--- config.mk ---
export PLATFORM = sky130hd
export DESIGN_NAME = serial_adder
export DESIGN_NICKNAME = d
export VERILOG_FILES = /design/src/rtl/serial_adder.sv
export SDC_FILE = /design/constraint.sdc
export NUM_CORES = 1
export LEC_CHECK = 0
export ABC_CLOCK_PERIOD_IN_PS = 2900
export CORE_MARGIN = 1.5
export CORE_UTILIZATION = 30
export DETAILED_ROUTE_END_ITERATION = 6
export GPL_TIMING_DRIVEN = 0
export SLEW_MARGIN = 20
export SYNTH_ARGS = -nofsm -noshare
export SYNTH_HDL_FRONTEND = slang
export SYNTH_SLANG_ARGS = --single-unit
export TNS_END_PERCENT = 10
--- constraint.sdc ---
create_clock -name clk -period 2.9 [get_ports clk]
set_clock_uncertainty 0.15 [all_clocks]
set_input_delay 0.58 -clock clk [delete_from_list [all_inputs] [get_ports clk]]
set_output_delay 0.58 -clock clk [all_outputs]
set_load 0.1 [all_outputs]
--- src/rtl/serial_adder.sv ---
// serial_adder: digit-serial adder that reuses one DIGIT-bit adder slice for
// WIDTH/DIGIT cycles, LSB digit first, with a start/busy/done handshake.
// Optional feature macro: SERIAL_ADDER_SUB_EN adds a Sub input that turns the
// operation into A - B (A + ~B + 1); without it the block only adds.
module serial_adder #(
  parameter int WIDTH = 8,
  parameter int DIGIT = 1
) (
  input  logic             clk,
  input  logic             rst,
  input  logic             start,
  input  logic [WIDTH-1:0] A,
  input  logic [WIDTH-1:0] B,
  input  logic             Cin,
`ifdef SERIAL_ADDER_SUB_EN
  input  logic             Sub,
`endif
  output logic             busy,
  output logic             done,
  output logic [WIDTH-1:0] S,
  output logic             Co
);

  // N compute cycles; the counter keeps at least one bit so N=1 still elaborates.
  localparam int N  = WIDTH / DIGIT;
  localparam int CW = (N > 1) ? $clog2(N) : 1;

  typedef enum logic {
    ST_IDLE = 1'b0,
    ST_RUN  = 1'b1
  } state_t;

  state_t           r_state;
  logic [CW-1:0]    r_cnt;
  logic [WIDTH-1:0] r_a;
  logic [WIDTH-1:0] r_b;
  logic [WIDTH-1:0] r_res;
  logic             r_carry;

  logic [DIGIT-1:0] w_a_dig;
  logic [DIGIT-1:0] w_b_dig;
  logic [DIGIT-1:0] w_sum_dig;
  logic             w_carry_out;
  logic [WIDTH-1:0] w_res_next;
  logic             w_last;

  // Operand B and the initial carry as seen by the slice; subtraction is
  // folded in here so the datapath itself never changes.
  logic [WIDTH-1:0] w_b_load;
  logic             w_carry_load;

`ifdef SERIAL_ADDER_SUB_EN
  assign w_b_load     = Sub ? ~B : B;
  assign w_carry_load = Sub ? 1'b1 : Cin;
`else
  assign w_b_load     = B;
  assign w_carry_load = Cin;
`endif

  assign w_last = (r_cnt == CW'(N - 1));

  // Select the operand digits addressed by the digit counter.
  always_comb begin
    w_a_dig = '0;
    w_b_dig = '0;
    for (int i = 0; i < N; i++) begin
      if (r_cnt == CW'(i)) begin
        w_a_dig = r_a[i*DIGIT +: DIGIT];
        w_b_dig = r_b[i*DIGIT +: DIGIT];
      end
    end
  end

  // The single shared DIGIT-bit adder slice.
  assign {w_carry_out, w_sum_dig} = {1'b0, w_a_dig} + {1'b0, w_b_dig}
                                  + {{DIGIT{1'b0}}, r_carry};

  // Result word with the current sum digit merged in, one lane per digit, so
  // the completion edge can publish the full sum including the last digit.
  genvar gi;
  generate
    for (gi = 0; gi < N; gi++) begin : g_res_lane
      assign w_res_next[gi*DIGIT +: DIGIT] =
        (r_cnt == CW'(gi)) ? w_sum_dig : r_res[gi*DIGIT +: DIGIT];
    end
  endgenerate

  // Control FSM with registered busy/done/S/Co; reset aborts any operation.
  always_ff @(posedge clk or posedge rst) begin
    if (rst) begin
      r_state <= ST_IDLE;
      r_cnt   <= '0;
      r_a     <= '0;
      r_b     <= '0;
      r_res   <= '0;
      r_carry <= 1'b0;
      busy    <= 1'b0;
      done    <= 1'b0;
      S       <= '0;
      Co      <= 1'b0;
    end else begin
      case (r_state)
        ST_IDLE: begin
          done <= 1'b0;
          if (start) begin
            r_a     <= A;
            r_b     <= w_b_load;
            r_carry <= w_carry_load;
            r_res   <= '0;
            r_cnt   <= '0;
            busy    <= 1'b1;
            r_state <= ST_RUN;
          end
        end
        ST_RUN: begin
          r_res   <= w_res_next;
          r_carry <= w_carry_out;
          if (w_last) begin
            S       <= w_res_next;
            Co      <= w_carry_out;
            done    <= 1'b1;
            busy    <= 1'b0;
            r_cnt   <= '0;
            r_state <= ST_IDLE;
          end else begin
            r_cnt <= r_cnt + 1'b1;
          end
        end
        default: begin
          r_state <= ST_IDLE;
          busy    <= 1'b0;
          done    <= 1'b0;
        end
      endcase
    end
  end

endmodule

==> results of run 1 <==
timing repair:
action,4_1_cts,5_1_grt
setup buffers,0,1
pin swaps,0,2
endpoints found under the setup margin,15,15
cloned,0,0
resized for setup,4,19
metrics by stage:
step / hold WS [ns] / worst slack, ns / util / cell area, µm² / instances
after CTS: 0.334 / 0.0185 / 0.396 / 2370 / 319
after global routing: 0.364 / -0.00120 / 0.404 / 2420 / 320
final: 0.323 / 0.139 / 0.404 / 2420 / 320
after global placement: 0.306 / -0.271 / 0.379 / 2270 / 313
after floorplan: 0.287 / 0.313 / - / 1880 / 208
after detailed placement: 0.315 / -0.245 / 0.382 / 2290 / 314
cells by family (layout without fill, tap and decap cells):
| kind of cell | count (synthesis) | after routing |
|---|---|---|
| AOI/OAI and AO/OA | 44 | 44 |
| adders and majority gates | 7 | 7 |
| buffers and inverters | 25 | 62 |
| DFF | 39 | 39 |
| muxes | 9 | 9 |
| and+or+nand+nor | 84 | 84 |
layer usage:
metal,track usage,vias to the layer above,routed length (µm)
met1,0.178,688,1990
li1,-,753,-
met5,0,-,0
met4,0.0559,0,78
met3,0.0300,7,180
met2,0.216,33,1840
cells in the mapped netlist:
cell	n	area, µm²
a21oi_1	13	65.1
a31oi_1	2	12.5
a32oi_1	2	17.5
and2b_1	1	7.51
buf_2	3	15.0
buf_4	4	30.0
clkbuf_1	2	7.51
clkbuf_2	2	10.0
dfrtp_1	39	976
fa_1	1	20.0
ha_1	6	75.1
inv_1	14	52.6
mux2_2	1	11.3
mux2i_1	8	80.1
nand2_1	68	255
nand2b_1	5	31.3
nand3_1	1	5.00
nand3b_1	1	7.51
nor2_1	6	22.5
nor3b_1	2	15.0
o21a_1	2	15.0
o21ai_0	14	70.1
o22ai_1	7	43.8
o31ai_1	4	30.0
worst max path at each step:
stage,from,to,cells after the start
2_1_floorplan,r_cnt[2]$_DFFE_PP0P_,r_res[0]$_DFFE_PP0P_,11
3_3_place_gp,r_cnt[2]$_DFFE_PP0P_,r_res[0]$_DFFE_PP0P_,11
3_5_place_dp,r_cnt[2]$_DFFE_PP0P_,r_res[0]$_DFFE_PP0P_,11
4_1_cts,r_cnt[2]$_DFFE_PP0P_,S[3]$_DFFE_PP0P_,10
5_1_grt,r_cnt[0]$_DFFE_PP0P_,S[6]$_DFFE_PP0P_,10
6_report,r_cnt[0]$_DFFE_PP0P_,S[1]$_DFFE_PP0P_,9
worst max-delay path: cells and delay by family (launching register included):
family / cells / cell delay [ns]
and+or+nand+nor: 1 / 0.14
AOI/OAI and AO/OA: 3 / 0.57
DFF: 1 / 0.45
muxes: 1 / 0.12
buffers and inverters: 1 / 0.19
adders and majority gates: 3 / 1.02
cell type report:
class,count,area [µm²],area share
flip-flops and latches,39,977,0.403
well taps,75,93.8,0.0387
plain buffers,10,68.8,0.0284
inverters,14,55.1,0.0227
clock buffers,6,72.6,0.0300
repair buffers,32,325,0.134
multi-input cells,144,830,0.342
state kept, by name, indices dropped and copies added, names as in the netlist:
register	cells
done	1
r_a	8
r_res	7
S	8
r_cnt	3
r_b	8
busy	1
Co	1
r_state	1
r_carry	1
==> results by group, run 1 <==
Synthesis
  • Mapped Nets: 235
  • Post-Synthesis Cell Area: 1880 µm²
  • Mux cell area share after synthesis: 0.0487
  • Xor-xnor portion of the synthesized cell area: 0
  • Synth Register Bits: 39
  • Synth Area in Adders: 0.0507
  • Seq/Total Area, Yosys: 0.520
  • Netlist cell types: 24
  • Mean post-synth cell area: 9.02 µm²
  • Gate Count Post-Synth: 208
  • Simple-Gate Fraction of Synth Area: 0.183
  • Main combinational cell family by area after synthesis: simple AND/OR/NAND/NOR gates
  • Compound-cell area share of the yosys netlist: 0.135
  • Yosys warning count: 0

Floorplanning
  • Die Area: 6740 µm²
  • # IOs: 31
  • Die Wd: 82.1 µm
  • # rows: 28
  • Initial Utilization: 0.313
  • Die extent in y: 82.1 µm
  • Core area: 5990 µm²

Drt
  • Remaining antenna violation count: 0
  • Final wirelength: 4090 µm
  • Vias: 1481
  • Initial drt markers: 72
  • Pre-Repair DR Iteration Count: 4
  • DRC viols: 0
  • Wire per inst: 12.8 µm
  • Vias per cell: 4.63

Setup path
  • Worst Path Required: 2.91 ns
  • Crit-path max cell delay: 0.56 ns
  • CP Capture Type: flop
  • Largest fanout on the critical path: 6
  • FF-to-FF End: S[1]$_DFFE_PP0P_
  • R2r worst-path depth: 9
  • R2R setup slack: 0.14 ns
  • Crit Path Class: flop to flop
  • CP cell instances: ha_1 -> ha_4 -> nor2_1 -> a31oi_1 -> o31ai_2 -> fa_2 -> buf_2 -> mux2i_1 -> o21ai_0
  • Signal arrival time at the worst endpoint: 2.77 ns
  • CP max-delay cell: fa_2
  • Critical path startpoint category: flop
  • Worst r2r src: r_cnt[0]$_DFFE_PP0P_

Clocking
  • CTS buffer count: 5
  • Clock Root Buffer: clkbuf_8
  • CTS tree: yes
  • CTS max path bufs: 2
  • CTS Sinks: 39
  • Worst-Skew Late Latency: 0.29 ns
  • Clock H-tree levels: 2
  • CTS clk-pin slew, worst paths: 0.07 ns
  • Post-CTS Hold Buffers: 0

Timing
  • Relative slew slack: 0.352
  • Final-report max-slew violation count: 0
  • Final setup vio count: 0
  • Final hold viol count: 0
  • Setup TNS: 0 ns
  • Slew @ Worst Pin: 0.969 ns
  • Final min period: 2.76 ns
  • Fin crit share: 0.952
  • Max frequency: 362 MHz

Global route
  • Total track usage: 0.136
  • First-pass GRT wire length: 6910 µm
  • Vias in the first global route: 1502
  • GRT overflow: 0
  • Largest net degree at the start of global routing: 33
  • Initial antenna violation count: 0

Cells and area
  • Synthesis-to-finish area growth: 29.2%
  • Fin nets: 273
  • ANT cells: 0
  • # fillers: 616
  • Most frequent cells in the layout: nand2_1, dfrtp_1, clkdlybuf4s50_1, o21ai_0, a21oi_1
  • Commonest non-fill, non-tap cell in the layout: nand2_1
  • Share of cells above drive strength 1: 0.127

Hold path
  • Worst Hold Depth: 2
  • Hold endpoint: r_b[2]$_DFFE_PP0P_
  • Hold_sp: r_b[2]$_DFFE_PP0P_
  • Hold crit path type: flop to flop

Place
  • Routability cong.: 0.839
  • # port buffers: 30
  • DP Wirelength: 2890 µm

Run
  • Max cap viols: 0

Status
  • Status: finished clean
Power of run 1 is left out: the tool's default activity adds up to more than one toggle a clock period on the data nets, which glitch-free logic cannot reach.
==> inputs of run 2 (changes only) <==
--- a/config.mk
+++ b/config.mk
@@ -5,12 +5,12 @@
 export SDC_FILE = /design/constraint.sdc
 export NUM_CORES = 1
 export LEC_CHECK = 0
+export ABC_AREA = 0
 export ABC_CLOCK_PERIOD_IN_PS = 2900
 export CORE_MARGIN = 1.5
 export CORE_UTILIZATION = 30
 export DETAILED_ROUTE_END_ITERATION = 6
 export GPL_TIMING_DRIVEN = 0
-export SLEW_MARGIN = 20
 export SYNTH_ARGS = -nofsm -noshare
 export SYNTH_HDL_FRONTEND = slang
 export SYNTH_SLANG_ARGS = --single-unit
==> run 2 against run 1 <==
Effect of this change: first-iteration DRC count increased by 76%; via count increased by 1.0%; highest routed layer unchanged; critical path depth unchanged; sequential cell count unchanged; largest cell class unchanged; non-clock buffer count unchanged.
==> results by group, run 2 (same netlist as run 1, synthesis figures left out) <==
Hold path
  • Worst Hold Depth: 2
  • Hold crit path type: flop to flop
  • Hold endpoint: r_b[2]$_DFFE_PP0P_
  • Hold_sp: r_b[2]$_DFFE_PP0P_

Cells and area
  • ANT cells: 0
  • Most frequent cells in the layout: nand2_1, dfrtp_1, clkdlybuf4s50_1, o21ai_0, a21oi_1
  • Share of cells above drive strength 1: 0.130
  • Fin nets: 273
  • Design area: 2420 µm²
  • Synthesis-to-finish area growth: 28.8%
  • Finished Layout Cells: 322
  • Commonest non-fill, non-tap cell in the layout: nand2_1
  • Largest registers: S x8, r_a x8, r_b x8

Setup path
  • R2R setup slack: 0.18 ns
  • Worst Path Required: 2.93 ns
  • Crit Path Class: flop to flop
  • Worst r2r src: r_cnt[0]$_DFFE_PP0P_
  • Signal arrival time at the worst endpoint: 2.75 ns
  • R2r worst-path depth: 9
  • Largest delay share family, worst path: adder cells
  • Largest fanout on the critical path: 5
  • Critical path startpoint category: flop
  • Crit-path max cell delay: 0.55 ns
  • CP max-delay cell: fa_2
  • CP cell instances: ha_1 -> ha_4 -> nor2_1 -> a31oi_1 -> o31ai_2 -> fa_2 -> clkbuf_2 -> mux2i_1 -> o21ai_0
  • CP Capture Type: flop
  • FF-to-FF End: S[2]$_DFFE_PP0P_
  • CP bufs+invs: 1

Clocking
  • CTS max path bufs: 2
  • CTS buffer count: 5
  • CTS clk-pin slew, worst paths: 0.07 ns
  • Worst-Skew Late Latency: 0.30 ns
  • Clock Root Buffer: clkbuf_8
  • Clock H-tree levels: 2
  • CTS Sinks: 39
  • CTS tree: yes

Drt
  • DRC viols: 0
  • Remaining antenna violation count: 0
  • Final wirelength: 4050 µm
  • Pre-Repair DR Iteration Count: 4
  • Initial drt markers: 127
  • Vias per cell: 4.65
  • Wire per inst: 12.6 µm
  • Vias: 1496

Timing
  • Final setup vio count: 0
  • Final min period: 2.72 ns
  • Final hold viol count: 0
  • Relative slew slack: 0.353
  • Final-report max-slew violation count: 0
  • Fin crit share: 0.937
  • Max frequency: 368 MHz
  • Setup TNS: 0 ns
  • Slew @ Worst Pin: 0.968 ns

Place
  • Cell Count Post-Placement: 313
  • DP Wirelength: 2820 µm
  • # port buffers: 30
  • Placed cell area: 2270 µm²
  • Routability cong.: 0.839

Run
  • Max cap viols: 0

Global route
  • Vias in the first global route: 1448
  • First-pass GRT wire length: 6800 µm
  • Total track usage: 0.137
  • GRT overflow: 0
  • Initial antenna violation count: 0
  • Largest net degree at the start of global routing: 40

Floorplanning
  • # IOs: 31
  • Die Wd: 82.1 µm
  • Core area: 5990 µm²
  • Die extent in y: 82.1 µm
  • # rows: 28
  • Die Area: 6740 µm²
  • Initial Utilization: 0.313

Status
  • Status: finished clean
-- run 2: per-layer routing --
metal / wire length, µm / track usage
met1: 1960 / 0.183
met3: 237 / 0.0367
met4: 68 / 0.0559
met2: 1790 / 0.208
met5: 0 / 0
-- run 2: how the worst max path moves through the flow --
stage,slack (ns),cells past startpoint,start,endpoint
floorplan,0.31,11,r_cnt[2]$_DFFE_PP0P_,r_res[0]$_DFFE_PP0P_
global placement,-0.27,11,r_cnt[2]$_DFFE_PP0P_,r_res[0]$_DFFE_PP0P_
detailed placement,-0.25,11,r_cnt[2]$_DFFE_PP0P_,r_res[0]$_DFFE_PP0P_
CTS,-0.006,10,r_cnt[2]$_DFFE_PP0P_,S[3]$_DFFE_PP0P_
global route,-0.004,11,r_cnt[1]$_DFFE_PP0P_,S[2]$_DFFE_PP0P_
finish,0.18,9,r_cnt[0]$_DFFE_PP0P_,S[2]$_DFFE_PP0P_
-- run 2: cell type report --
type	count	area, µm²
Fill cell	616	3570
Sequential cell	39	977
Multi-Input combinational cell	144	830
Timing Repair Buffer	32	313
Tap cell	75	93.8
Clock buffer	7	76.3
Buffer	10	66.3
Inverter	14	55.1
Clock inverter	1	5.00
-- run 2: metrics by stage --
stage           util  setup slack [ns]  hold slack (ns)
2_1_floorplan      -             0.313            0.287
3_3_place_gp   0.379            -0.271            0.306
3_5_place_dp   0.379            -0.247            0.308
4_1_cts        0.394          -0.00636            0.331
5_1_grt        0.403          -0.00419            0.354
6_report       0.403             0.182            0.322
-- run 2: what timing repair did --
action / CTS / global route
gates resized for setup: 4 / 17
hold buffers: 0 / 0
pin swaps: 0 / 2
endpoints found under the hold margin: 0 / 0
setup buffers: 0 / 2
setup endpoints to repair: 15 / 15
-- run 2: worst min-delay path: stages, from the launching register on --
cell	delay, ns
dfrtp_1	0.34
nand2_1	0.05
nand2_1	0.06
Power of run 2 is left out for the same reason.
